<file path="config.mk">
export PLATFORM = sky130hd
export DESIGN_NAME = hamming_tx
export DESIGN_NICKNAME = d
export VERILOG_FILES = /design/src/rtl/hamming_pkg.sv /design/src/rtl/hamming_tx_fifo.sv /design/src/rtl/hamming_tx.sv
export SDC_FILE = /design/constraint.sdc
export NUM_CORES = 1
export LEC_CHECK = 0
export CAP_MARGIN = 20
export CELL_PAD_IN_SITES_DETAIL_PLACEMENT = 1
export CELL_PAD_IN_SITES_GLOBAL_PLACEMENT = 1
export CORE_MARGIN = 1
export CORE_UTILIZATION = 30
export CTS_BUF_LIST = sky130_fd_sc_hd__clkbuf_4 sky130_fd_sc_hd__clkbuf_8
export DETAILED_ROUTE_END_ITERATION = 6
export PLACE_DENSITY_LB_ADDON = 0.1
export SYNTH_ARGS = -nofsm -noshare
export SYNTH_HDL_FRONTEND = slang
export SYNTH_SLANG_ARGS = --single-unit
</file>
<file path="constraint.sdc">
create_clock -name clk -period 2.46 [get_ports clk]
set_input_delay 0.492 -clock clk [delete_from_list [all_inputs] [get_ports clk]]
set_output_delay 0.492 -clock clk [all_outputs]
set_load 0.05 [all_outputs]
</file>
<file path="src/rtl/hamming_pkg.sv">
// Shared constants, codeword layout and encoder for the Hamming(12,8) link.
package hamming_pkg;

    localparam int unsigned DATA_W = 8;
    localparam int unsigned CODE_W = 12;

    // Parity bit positions within the codeword (0-based; 1-based positions 1, 2, 4, 8).
    localparam int unsigned P0 = 0;
    localparam int unsigned P1 = 1;
    localparam int unsigned P3 = 3;
    localparam int unsigned P7 = 7;

    // Codeword position of data bit i.
    localparam logic [3:0] DATA_POS [DATA_W] = '{
        4'd2, 4'd4, 4'd5, 4'd6, 4'd8, 4'd9, 4'd10, 4'd11
    };

    typedef enum logic [1:0] {
        IDLE,
        START,
        DATA,
        STOP
    } tx_state_t;

    // SEC encoder: a single flip at 0-based bit p yields decoder syndrome p+1.
    function automatic logic [CODE_W-1:0] hamming_encode(input logic [DATA_W-1:0] d);
        logic [CODE_W-1:0] c;
        c = '0;
        for (int i = 0; i < DATA_W; i++) begin
            c[DATA_POS[i]] = d[i];
        end
        c[P0] = d[0] ^ d[1] ^ d[3] ^ d[4] ^ d[6];
        c[P1] = d[0] ^ d[2] ^ d[3] ^ d[5] ^ d[6];
        c[P3] = d[1] ^ d[2] ^ d[3] ^ d[7];
        c[P7] = d[4] ^ d[5] ^ d[6] ^ d[7];
        return c;
    endfunction

endpackage

</file>
<file path="src/rtl/hamming_tx_fifo.sv">
// Two-entry codeword FIFO between the encoder and the serialiser.
module hamming_tx_fifo
    import hamming_pkg::*;
#(
    parameter int unsigned Width = CODE_W
) (
    input  logic             clk,
    input  logic             rst_n,
    input  logic             push_i,
    input  logic [Width-1:0] wdata_i,
    input  logic             pop_i,
    output logic [Width-1:0] rdata_o,
    output logic             full_o,
    output logic             empty_o
);

    logic [Width-1:0] mem_q [2];
    logic             wr_ptr_q, wr_ptr_d;
    logic             rd_ptr_q, rd_ptr_d;
    logic [1:0]       cnt_q, cnt_d;
    logic             do_push;
    logic             do_pop;

    assign full_o  = (cnt_q == 2'd2);
    assign empty_o = (cnt_q == 2'd0);
    assign rdata_o = mem_q[rd_ptr_q];

    // Overflow/underflow requests are dropped rather than corrupting state.
    assign do_push = push_i && !full_o;
    assign do_pop  = pop_i && !empty_o;

    // Pointer and occupancy next-state; push and pop together leave the count unchanged.
    always_comb begin
        wr_ptr_d = wr_ptr_q;
        rd_ptr_d = rd_ptr_q;
        cnt_d    = cnt_q;
        if (do_push) begin
            wr_ptr_d = ~wr_ptr_q;
        end
        if (do_pop) begin
            rd_ptr_d = ~rd_ptr_q;
        end
        case ({do_push, do_pop})
            2'b10:   cnt_d = cnt_q + 2'd1;
            2'b01:   cnt_d = cnt_q - 2'd1;
            default: cnt_d = cnt_q;
        endcase
    end

    // Pointer, count and storage registers.
    always_ff @(posedge clk or negedge rst_n) begin
        if (!rst_n) begin
            wr_ptr_q <= 1'b0;
            rd_ptr_q <= 1'b0;
            cnt_q    <= 2'd0;
            mem_q[0] <= '0;
            mem_q[1] <= '0;
        end else begin
            wr_ptr_q <= wr_ptr_d;
            rd_ptr_q <= rd_ptr_d;
            cnt_q    <= cnt_d;
            if (do_push) begin
                mem_q[wr_ptr_q] <= wdata_i;
            end
        end
    end

endmodule

</file>
<file path="src/rtl/hamming_tx.sv">
// Hamming(12,8) serial transmitter: encode + optional bit flip, 2-deep FIFO, UART-style framer.
module hamming_tx
    import hamming_pkg::*;
#(
    parameter int unsigned CLKS_PER_BIT = 16
) (
    input  logic              clk,
    input  logic              rst_n,
    input  logic [DATA_W-1:0] in_data,
    input  logic [3:0]        in_inj,
    input  logic              in_valid,
    output logic              in_ready,
    output logic              tx,
    output logic              busy
);

    localparam int unsigned BaudW = $clog2(CLKS_PER_BIT);
    localparam logic [BaudW-1:0] BaudLast = BaudW'(CLKS_PER_BIT - 1);
    localparam logic [3:0] LastBit = 4'(CODE_W - 1);

    logic [CODE_W-1:0] enc_word;
    logic [CODE_W-1:0] inj_mask;
    logic [CODE_W-1:0] fifo_wdata;
    logic [CODE_W-1:0] fifo_rdata;
    logic              fifo_full;
    logic              fifo_empty;
    logic              fifo_push;
    logic              fifo_pop;

    tx_state_t         state_q, state_d;
    logic [BaudW-1:0]  baud_q, baud_d;
    logic [3:0]        bit_idx_q, bit_idx_d;
    logic [CODE_W-1:0] shift_q, shift_d;
    logic              tx_q, tx_d;
    logic              bit_end;

    // Injection mask: codes 1..12 flip code[in_inj-1]; 0 and 13..15 leave the word intact.
    always_comb begin
        inj_mask = '0;
        if ((in_inj >= 4'd1) && (in_inj <= 4'd12)) begin
            inj_mask[in_inj - 4'd1] = 1'b1;
        end
    end

    assign enc_word   = hamming_encode(in_data);
    assign fifo_wdata = enc_word ^ inj_mask;

    // Ready depends only on stored occupancy, never on in_valid.
    assign in_ready  = !fifo_full;
    assign fifo_push = in_valid && in_ready;

    hamming_tx_fifo #(
        .Width (CODE_W)
    ) u_fifo (
        .clk     (clk),
        .rst_n   (rst_n),
        .push_i  (fifo_push),
        .wdata_i (fifo_wdata),
        .pop_i   (fifo_pop),
        .rdata_o (fifo_rdata),
        .full_o  (fifo_full),
        .empty_o (fifo_empty)
    );

    assign bit_end = (baud_q == BaudLast);

    // Framer next-state: baud timing, bit sequencing and FIFO pops.
    always_comb begin
        state_d   = state_q;
        baud_d    = baud_q;
        bit_idx_d = bit_idx_q;
        shift_d   = shift_q;
        fifo_pop  = 1'b0;
        case (state_q)
            IDLE: begin
                baud_d = '0;
                if (!fifo_empty) begin
                    fifo_pop = 1'b1;
                    shift_d  = fifo_rdata;
                    state_d  = START;
                end
            end
            START: begin
                if (bit_end) begin
                    baud_d    = '0;
                    bit_idx_d = 4'd0;
                    state_d   = DATA;
                end else begin
                    baud_d = baud_q + 1'b1;
                end
            end
            DATA: begin
                if (bit_end) begin
                    baud_d    = '0;
                    shift_d   = shift_q >> 1;
                    bit_idx_d = bit_idx_q + 4'd1;
                    if (bit_idx_q == LastBit) begin
                        state_d = STOP;
                    end
                end else begin
                    baud_d = baud_q + 1'b1;
                end
            end
            STOP: begin
                if (bit_end) begin
                    baud_d = '0;
                    // Chain straight into the next start bit when a word is waiting.
                    if (!fifo_empty) begin
                        fifo_pop = 1'b1;
                        shift_d  = fifo_rdata;
                        state_d  = START;
                    end else begin
                        state_d = IDLE;
                    end
                end else begin
                    baud_d = baud_q + 1'b1;
                end
            end
            default: begin
                state_d = IDLE;
                baud_d  = '0;
            end
        endcase
    end

    // Line level follows the state being entered so tx comes straight off a flop.
    always_comb begin
        case (state_d)
            START:   tx_d = 1'b0;
            DATA:    tx_d = shift_d[0];
            default: tx_d = 1'b1;
        endcase
    end

    // Framer registers; reset abandons any frame in flight and drives the line idle.
    always_ff @(posedge clk or negedge rst_n) begin
        if (!rst_n) begin
            state_q   <= IDLE;
            baud_q    <= '0;
            bit_idx_q <= 4'd0;
            shift_q   <= '0;
            tx_q      <= 1'b1;
        end else begin
            state_q   <= state_d;
            baud_q    <= baud_d;
            bit_idx_q <= bit_idx_d;
            shift_q   <= shift_d;
            tx_q      <= tx_d;
        end
    end

    assign tx   = tx_q;
    assign busy = (state_q != IDLE) || !fifo_empty;

endmodule

</file>
==> impl_metrics.json <==
{
  "outcome": "completed",
  "rrSetupSlack_ns": 0.32,
  "ys_ff_latch": 51,
  "dominantRegCellSynth": "dfrtp_1",
  "endpoint_kind": "primary output",
  "die_w_um": 98.0,
  "cts_resized": 0,
  "synth.largest_area_cell": "dfrtp_1",
  "grt_pass1_vias": 2125,
  "rr_endpoint": "u_fifo.cnt_q[1]$_DFFE_PN0P_",
  "worstPathArrival_ns": 1.75,
  "dr_total_vias": 2053,
  "cts_tree": "done",
  "clkLatencyLatePin_ns": 0.31,
  "grt_max_degree": 30,
  "overflow": 0,
  "drt-total-wl_mm": 6.29,
  "clock_sinks": 51,
  "power_density_nw_per_um2": 1200,
  "first_iter_violations": 37,
  "die_h_um": 98.0,
  "numCtsBuffers": 5,
  "post-cts-setup-buffers": 0,
  "drive_above_1_share": 0.102,
  "port_buffers": 17,
  "drc_errors": 0,
  "hpwlAfterDp_mm": 4.66,
  "postCtsHoldBufs": 0,
  "synth_enable_flop_cells": 0,
  "worst_pin_slew_ns": 0.691,
  "ys_seq_area_frac": 0.462,
  "met2_usage": 0.236,
  "drv_slew": 0,
  "crit_required_ns": 1.97,
  "slew-limit-headroom": 0.538,
  "cts_htree_levels": 2,
  "power.leakage_nw": 1.36,
  "p_total_mw": 3.82,
  "clk_pin_slew_worst_paths_ns": 0.10,
  "synth_area_per_cell_um2": 9.73,
  "finalCriticalPeriod_ns": 2.25,
  "place.gp.congestion": 0.795,
  "finalClockSkew_ns": 0.0113,
  "vias_per_cell": 5.00,
  "coreArea_um2": 8810,
  "syn_area_um2": 2760,
  "fmax_ghz": 0.445,
  "grtUsageTotal": 0.143,
  "clockBufferDepth": 2,
  "rr_startpoint": "state_q[1]$_DFF_PN0_",
  "tns_ns": 0,
  "setup_violations": 0,
  "grt_setup_unrepaired": "no",
  "ioPinCount": 18,
  "antenna_found_initial": 0,
  "busiest_layer": "met2",
  "reg2regPathDepth": 6,
  "syn_inst": 284,
  "ant_nets": 0,
  "final_hold_viol_count": 0,
  "synthDominantCellAreaShare": 0.453,
  "cp_max_fo": 4,
  "layout-area-overhead-vs-synth_pct": 15.3,
  "critPathKind": "reg -> out",
  "fin_crit_sh": 0.913,
  "use_met3": 0.0265,
  "yosysUniqueCellTypes": 41,
  "n_antenna_cell": 0,
  "drt_pass1_iterations": 4,
  "num-fill-cells": 998,
  "fin_nets": 325,
  "row_count": 34,
  "cts_root_buf": "clkbuf_8",
  "async_flop_share": 1.00,
  "syn_nets": 307,
  "grt_pass1_wl_mm": 10.8,
  "die-area_um2": 9600,
  "yosysWarnings": 0,
  "startpoint_type": "register",
  "initial_core_util": 0.314,
  "grt_use_met1": 0.189,
  "netlist_top_cells_area": "dfrtp_1, xnor2_1, o21ai_0",
  "vdd_drop_max_mv": 0.426,
  "wl_per_cell_um": 15.3,
  "min_path_type": "in -> async",
  "maxCapViolations": 0
}
==> state kept, by name, indices dropped and copies added, names as in the netlist <==
register	flops
tx	1
baud_q	4
bit_idx_q	4
u_fifo.cnt_q	2
shift_q	12
u_fifo.mem_q	24
state_q	2
u_fifo.wr_ptr_q	1
u_fifo.rd_ptr_q	1
==> report_power, final <==
group | total [mW] | internal, mW | switching (mW) | leakage, nW
Combinational | 1.74 | 0.758 | 0.979 | 0.659
Clock | 0.590 | 0.303 | 0.287 | 0.0581
Sequential | 1.49 | 1.22 | 0.265 | 0.646
Total | 3.82 | 2.29 | 1.53 | 1.36
==> layout make-up <==
type,count,area (um2),share of cell area
clock buffer,5,68.8,0.0216
clock inverter,3,43.8,0.0138
sequential,51,1280,0.401
multi-input combinational,216,1420,0.445
timing repair buffer,24,228,0.0715
inverter,4,15.0,0.00472
tap,108,135,0.0424
==> cell usage after synthesis, types with 2 or more instances <==
library cell  count
a21o_1            2
a21oi_1          12
a22o_1           13
buf_2             4
clkbuf_1          9
dfrtp_1          50
ha_1              8
inv_1             4
mux2_2            9
mux2i_1          12
nand2_1          38
nand2b_1          4
nand3_1           4
nand3b_1          2
nor2_1           21
nor2b_1           2
nor3_1           10
o21ai_0          30
or2_2             2
xnor2_1          26
xor2_1            2
==> worst max-delay path, cell delays in order (launching register included) <==
cell,delay [ns]
dfrtp_1,0.43
or2b_1,0.21
clkdlybuf4s50_1,0.81
==> cell usage in the layout, fill, tap and decap left out, types with 2 or more instances in the layout <==
master and n:
a22o_1 13, nand3b_1 2, a21o_1 2, o21ai_0 30, inv_1 4, mux2_2 9, xnor2_1 26, or2_2 2
ha_1 8, a21oi_1 12, clkdlybuf4s50_1 15, dfrtp_1 50, buf_4 7, nor3_1 10, nor2_1 21, clkbuf_8 5
nor2b_1 2, xor2_1 2, nand2b_1 4, nand3_1 4, nand2_1 38, mux2i_1 12
==> stage by stage <==
step	instance area, um2	setup slack, ns	cells	utilization	hold WS [ns]
2_1_floorplan	2760	0.591	284	-	0.196
3_3_place_gp	3070	0.366	403	0.349	0.464
3_5_place_dp	3070	0.303	403	0.349	0.471
5_1_grt	3180	0.117	411	0.362	0.193
6_report	3180	0.214	411	0.362	0.162
4_1_cts	3180	0.190	411	0.362	0.172
==> cell families after synthesis <==
family	count (synthesis)	share of synthesized area
fa+ha+maj	8	0.0362
compound gates	70	0.160
xor+xnor	29	0.0947
mux	21	0.0802
flops	51	0.462
buf+inv	17	0.0249
simple gates	88	0.141
==> worst max path at each step <==
stage,startpoint,endpoint,slack [ns],cells after the start
after floorplan,u_fifo.cnt_q[0]$_DFFE_PN0P_,busy,0.59,3
after global placement,in_data[6],u_fifo.mem_q[1]$_DFFE_PN0P_,0.37,6
after detailed placement,state_q[1]$_DFF_PN0_,u_fifo.cnt_q[1]$_DFFE_PN0P_,0.30,6
after CTS,u_fifo.cnt_q[1]$_DFFE_PN0P_,in_ready,0.19,2
after global routing,state_q[1]$_DFF_PN0_,u_fifo.cnt_q[1]$_DFFE_PN0P_,0.12,6
final,u_fifo.cnt_q[1]$_DFFE_PN0P_,in_ready,0.21,2
==> metal layers <==
| layer | wire length, um | vias to the layer above |
|---|---|---|
| met5 | 0 | - |
| met4 | 85 | 0 |
| met3 | 182 | 7 |
| met2 | 3000 | 27 |
| met1 | 3020 | 999 |
| li1 | - | 1020 |
No activity file was read; power rests on OpenSTA's default activity.
